[config.mk]
export PLATFORM = sky130hd
export DESIGN_NAME = mem_bus_responder
export DESIGN_NICKNAME = d
export VERILOG_FILES = /design/src/rtl/mem_bus_pkg.sv /design/src/rtl/mem_bus_responder_ram.sv /design/src/rtl/mem_bus_responder.sv
export SDC_FILE = /design/constraint.sdc
export NUM_CORES = 2
export LEC_CHECK = 0
export CORE_MARGIN = 5
export CORE_UTILIZATION = 50
export DETAILED_ROUTE_END_ITERATION = 8
export HOLD_SLACK_MARGIN = 0.12
export PLACE_DENSITY = 0.77
export RECOVER_POWER = 50
export SLEW_MARGIN = 20
export SYNTH_ARGS = -nofsm -noshare
export SYNTH_HDL_FRONTEND = slang
export SYNTH_HIERARCHICAL = 1
export SYNTH_SLANG_ARGS = --single-unit
[constraint.sdc]
create_clock -name clk -period 4.08 [get_ports clk]
set_input_delay 0.816 -clock clk [delete_from_list [all_inputs] [get_ports clk]]
set_output_delay 0.816 -clock clk [all_outputs]
set_load 0.005 [all_outputs]
[src/rtl/mem_bus_pkg.sv]
// Shared definitions for the memory-bus responder: state encodings, default
// widths and the legal wait-state range.
package mem_bus_pkg;

   typedef enum logic [1:0] {
      ST_IDLE = 2'd0,
      ST_WAIT = 2'd1,
      ST_ACK  = 2'd2,
      ST_GAP  = 2'd3
   } state_t;

   localparam int DEF_ADDR_W = 8;
   localparam int DEF_DATA_W = 16;
   localparam int MAX_WAIT   = 15;

   // The wait-state counter is 4 bits wide, so anything above 15 cannot be loaded.
   function automatic bit wait_cycles_legal(input int w);
      return (w >= 0) && (w <= MAX_WAIT);
   endfunction

endpackage

[src/rtl/mem_bus_responder_ram.sv]
// Single-port synchronous RAM with write enable and a registered read port
// whose output register holds until the next enabled read.
module sync_ram_1rw #(
   parameter int ADDR_W = 8,
   parameter int DATA_W = 16
) (
   input  logic              clk,
   input  logic              reset,
   input  logic              we,
   input  logic              re,
   input  logic [ADDR_W-1:0] addr,
   input  logic [DATA_W-1:0] wdata,
   output logic [DATA_W-1:0] rdata
);

   logic [DATA_W-1:0] mem [2**ADDR_W];

   // NOTE: the array has no reset branch so it maps onto RAM macros; only the
   // read register is cleared.
   always_ff @(posedge clk) begin
      if (we) mem[addr] <= wdata;
   end

   always_ff @(posedge clk) begin
      if (reset)   rdata <= '0;
      else if (re) rdata <= mem[addr];
   end

endmodule

[src/rtl/mem_bus_responder.sv]
// Device-side responder for the CPU memory handshake: samples FROM_D/TO_D,
// inserts WAIT_CYCLES wait states, accesses a local RAM and pulses ACK once.
module mem_bus_responder
   import mem_bus_pkg::*;
#(
   parameter int ADDR_W      = DEF_ADDR_W,
   parameter int DATA_W      = DEF_DATA_W,
   parameter int WAIT_CYCLES = 2
) (
   input  logic              clk,
   input  logic              reset,
   input  logic              FROM_D,
   input  logic              TO_D,
   input  logic [ADDR_W-1:0] addr,
   input  logic [DATA_W-1:0] wdata,
   output logic              ACK,
   output logic [DATA_W-1:0] rdata,
   output logic              busy,
   output logic              proto_err
);

   if (!wait_cycles_legal(WAIT_CYCLES)) begin : g_wait_check
      $error("mem_bus_responder: WAIT_CYCLES must be within 0..15");
   end

   localparam logic [3:0] WAIT_LD = 4'(WAIT_CYCLES);

   state_t            state;
   logic [3:0]        counter;
   logic              dir;
   logic [ADDR_W-1:0] addr_l;
   logic [DATA_W-1:0] wdata_l;
   logic              req;

   logic              ram_we;
   logic              ram_re;
   logic [ADDR_W-1:0] ram_addr;
   logic [DATA_W-1:0] ram_wdata;

   assign req = FROM_D | TO_D;

   // The RAM access happens on the edge that enters ACK. With zero wait states
   // that edge is the IDLE sampling edge, so the live bus values are used.
   always_comb begin
      ram_we    = 1'b0;
      ram_re    = 1'b0;
      ram_addr  = addr_l;
      ram_wdata = wdata_l;
      if (!reset) begin
         unique case (state)
            ST_IDLE: begin
               if (req && (WAIT_LD == 4'd0)) begin
                  ram_addr  = addr;
                  ram_wdata = wdata;
                  ram_we    = TO_D & ~FROM_D;
                  ram_re    = FROM_D;
               end
            end
            ST_WAIT: begin
               if (req && (counter == 4'd1)) begin
                  ram_we = dir;
                  ram_re = ~dir;
               end
            end
            default: ;
         endcase
      end
   end

   sync_ram_1rw #(
      .ADDR_W (ADDR_W),
      .DATA_W (DATA_W)
   ) u_ram (
      .clk   (clk),
      .reset (reset),
      .we    (ram_we),
      .re    (ram_re),
      .addr  (ram_addr),
      .wdata (ram_wdata),
      .rdata (rdata)
   );

   // NOTE: all state and registered outputs update with <= so every branch
   // sees the pre-edge values, independent of statement order.
   always_ff @(posedge clk) begin
      if (reset) begin
         state     <= ST_IDLE;
         counter   <= 4'd0;
         ACK       <= 1'b0;
         busy      <= 1'b0;
         proto_err <= 1'b0;
         dir       <= 1'b0;
         addr_l    <= '0;
         wdata_l   <= '0;
      end else begin
         unique case (state)
            ST_IDLE: begin
               ACK <= 1'b0;
               if (req) begin
                  addr_l  <= addr;
                  wdata_l <= wdata;
                  // A conflicting request is demoted to a read so nothing is overwritten.
                  dir     <= TO_D & ~FROM_D;
                  counter <= WAIT_LD;
                  busy    <= 1'b1;
                  if (FROM_D && TO_D) proto_err <= 1'b1;
                  if (WAIT_LD != 4'd0) begin
                     state <= ST_WAIT;
                  end else begin
                     state <= ST_ACK;
                     ACK   <= 1'b1;
                  end
               end
            end
            ST_WAIT: begin
               if (!req) begin
                  state   <= ST_IDLE;
                  counter <= 4'd0;
                  busy    <= 1'b0;
               end else begin
                  if (counter != 4'd0) counter <= counter - 4'd1;
                  if (counter == 4'd1) begin
                     state <= ST_ACK;
                     ACK   <= 1'b1;
                  end
               end
            end
            ST_ACK: begin
               ACK   <= 1'b0;
               state <= ST_GAP;
            end
            ST_GAP: begin
               busy  <= 1'b0;
               state <= ST_IDLE;
            end
            default: state <= ST_IDLE;
         endcase
      end
   end

endmodule

==> impl_metrics.json <==
{
  "result_of_the_run": "finished, violations left",
  "failed_checks": "max-capacitance violations, max-slew violations, negative setup slack",
  "postSynth.asyncResetShare_pct": 0,
  "cts.hold.buffers_added": 0,
  "hold_path_end": "ram_wdata[11]",
  "post_drt_via_cell_ratio": 6.76,
  "clock_tree_root": "clkbuf_16",
  "crit_arrival_ns": 4.92,
  "hp-class": "input pin to flip-flop",
  "grt_start_max_net_pins": 185,
  "cp-startpoint": "addr_l[5]",
  "final_hold_viol_count": 0,
  "num_io_pins": 47,
  "critical_path.endpoint_type": "flip-flop",
  "timing.critical_path.mode_cell": "buf_4",
  "mapped_area_mm2": 0.158,
  "core_mm2": 0.315,
  "synthMostInstantiatedCell": "edfxtp_1",
  "synth_largest_type_area_fraction_pct": 77.7,
  "cell_count_final_fillers_out": 12400,
  "final_antenna_net_count": 0,
  "hold_path_depth": 3,
  "number_of_violations_of_the_max_capacitance_limit": 28,
  "global_route_wire_length_before_repair_um": 630000,
  "floorplan.die_area_mm2": 0.328,
  "layout_min_cycle_time_ns": 4.14,
  "setup_repair_after_global_routing_missed_its_margin": "false",
  "r2r_start": "addr_l[5]",
  "die_x_um": 573,
  "synth_ff_type": "edfxtp_1",
  "gpl.final_weighted_congestion": 0.915,
  "clockBufferDepth": 4,
  "mean_post_synth_cell_area_um2": 21.9,
  "yosys.area.top_type": "edfxtp_1",
  "synth_top_cells_by_area": "edfxtp_1 78%, mux4_2 13%, mux2i_1 1.3%, o22ai_1 0.95%, nor2_1 0.73%",
  "yosys.cell_types.count": 74,
  "synth_enable_flop_cells": 4096,
  "classification_of_the_worst_setup_path": "flip-flop to flip-flop",
  "dp.final_hpwl_um": 268000,
  "die_h_um": 573,
  "r2r_setup_slack_ns": -0.06,
  "report.final.slew_viol_count": 1723,
  "number_of_buffers_inserted_during_clock_tree_synthesis": 391,
  "worst_hold_startpoint": "wdata[11]",
  "global_route.usage.total_pct": 27.0,
  "clkLatencyLatePin_ns": 0.97,
  "crit_path_start_kind": "flip-flop",
  "grt_antenna_before_repair": 28,
  "leakage_power_nw": 58.7,
  "path_cells": "buf_4, nor2b_2, nand2_1, buf_4, o22ai_1, a211o_1, a311oi_1, nor4_1, o32ai_1",
  "worstPathBufferInverterCount": 2,
  "synth_warnings": 6,
  "clock.fmax_mhz": 242,
  "synth.yosys.seq_area_share_pct": 78.4,
  "routedWlPerCell_um": 35.9,
  "final_net_count": 7981,
  "drt_first_iter_violations": 14200,
  "min_period_over_period_pct": 101,
  "numPlacedInstances": 11700,
  "num_vias": 84200,
  "cp_slowest_stage_delay_ns": 0.97,
  "synthesis.instances": 7211,
  "vdd.ir_drop.worst_uv": 409,
  "detailedRoute.firstPassIterationCount": 6,
  "post-route-drc-count": 0,
  "finalSetupViolCount": 2,
  "cts.sink_count": 4146,
  "htree_num_levels": 5,
  "worst-endpoint-required_ns": 4.86,
  "path_max_fanout": 20,
  "floorplan.initialDensity_pct": 50.2,
  "power-per-cell-area_mw_per_mm2": 488,
  "proportion_of_layout_cells_with_a_drive_suffix_above_1_pct": 28.3,
  "list_of_most_frequent_post_synthesis_cells": "4096 x edfxtp_1, 934 x mux4_2, 308 x nor2_1, 240 x o22ai_1, 210 x mux2i_1",
  "detail_route.wirelength_um": 447000,
  "ys_seq_elements": 4146,
  "cell_with_the_largest_stage_delay_on_the_worst_path": "nor4_1",
  "syn_to_final_growth_pct": 15.6,
  "port_buffers": 46,
  "cts.clk_slew.worst_paths_ns": 0.07,
  "rr_endpoint": "u_ram/rdata[7]",
  "critical_path.top_delay_family": "simple AND/OR/NAND/NOR gates",
  "ff2ff_path_depth": 9,
  "rows": 206,
  "power_mw": 89.2,
  "fin_util_pct": 58.1,
  "worst_max_slew_pin_slew_ns": 3.73,
  "mappedNetlistNets": 7241,
  "cts_tree": "built",
  "grt-ovfl-total": 0,
  "final.setup.worst_slack_ns": -0.0573,
  "grt_pass1_vias": 83900,
  "worst_clock_skew_ns": 0.0985,
  "relSlewSlack_pct": -149
}
==> placed cells by master (no fill, tap or decap), drive strengths merged, types with 44 or more instances in the layout <==
cell,Yosys,final
o21ai,70,70
edfxtp,4096,4096
dfxtp,50,50
bufinv,0,45
clkdlybuf4s50,0,44
mux2i,210,210
a22oi,108,108
buf,233,703
o22ai,240,240
nor2,309,309
clkbuf,197,495
clkinv,3,180
a21oi,63,63
mux4,934,934
nand3,72,72
nand2,132,132
nor3,77,77
==> metrics by stage <==
step	setup TNS [ns]	hold WS [ns]	setup slack, ns	instance area, um2
final	-0.0700	0.469	-0.0573	183000
after global routing	0	0.463	0.0376	183000
after CTS	0	0.427	0.0460	183000
after detailed placement	-1.34	0.466	-0.373	170000
after global placement	-1.12	0.454	-0.350	170000
after floorplan	0	0.453	0.295	158000
==> how the worst max path moves through the flow <==
stage                     cells past startpoint  slack (ns)                end
after global routing                         10        0.04     u_ram/rdata[9]
after global placement                       10       -0.35     u_ram/rdata[6]
final                                         9       -0.06     u_ram/rdata[7]
after CTS                                     9        0.05    u_ram/rdata[12]
after floorplan                               8        0.30  u_ram/mem[162][0]
after detailed placement                     10       -0.37     u_ram/rdata[6]
==> where the power goes <==
group	switching, mW	internal [mW]	leakage (nW)
clock	15.9	20.8	6.27
sequential	0.277	47.1	39.8
combinational	3.43	1.84	12.7
==> layout make-up <==
type	count	area, um2
diodes	14	35.0
clock buffers	466	10200
clock inverters	244	2630
fillers	21000	132000
inverters	9	36.3
multi-input cells	2626	32100
flip-flops and latches	4146	124000
well taps	4160	5200
repair buffers	777	8720
==> per-layer routing <==
layer / GRT usage [%] / share of wire, % / wire [um]
met5: 0 / 0.058 / 259
met4: 13.3 / 6.3 / 28100
met3: 8.26 / 15 / 66400
met2: 41.9 / 47 / 208000
met1: 35.2 / 32 / 144000
==> sequential cells by signal, indices dropped and copies added, names as in the netlist, named ones only <==
name,count
ACK,1
addr_l,8
busy,1
counter,4
dir,1
proto_err,1
ram_wdata,16
state,1
u_ram/mem,4096
u_ram/rdata,16
==> logic make-up (layout without fill, tap and decap cells) <==
family / after synthesis / in the layout / share of synthesized area (%)
DFF: 4146 / 4146 / 78.4
muxes: 1155 / 1155 / 14.7
AOI/OAI and AO/OA: 720 / 720 / 3.15
buffers and inverters: 439 / 1496 / 1.56
and+or+nand+nor: 749 / 749 / 2.21
other: 0 / 14 / 0
adders and majority gates: 2 / 2 / 0.0158
==> worst reg2reg max path, cell delays in order, from the launching register on <==
cell,delay [ns]
dfxtp_2,0.61
buf_4,0.45
nor2b_2,0.57
nand2_1,0.19
buf_4,0.34
o22ai_1,0.32
a211o_1,0.18
a311oi_1,0.14
nor4_1,0.98
o32ai_1,0.22
==> timing repair <==
action                                  CTS  global route
endpoints found under the setup margin    7             1
gates resized for setup                   2             1
buffers inserted                          5             0
endpoints found under the hold margin     0             0
(Power assumes the default switching activity.)
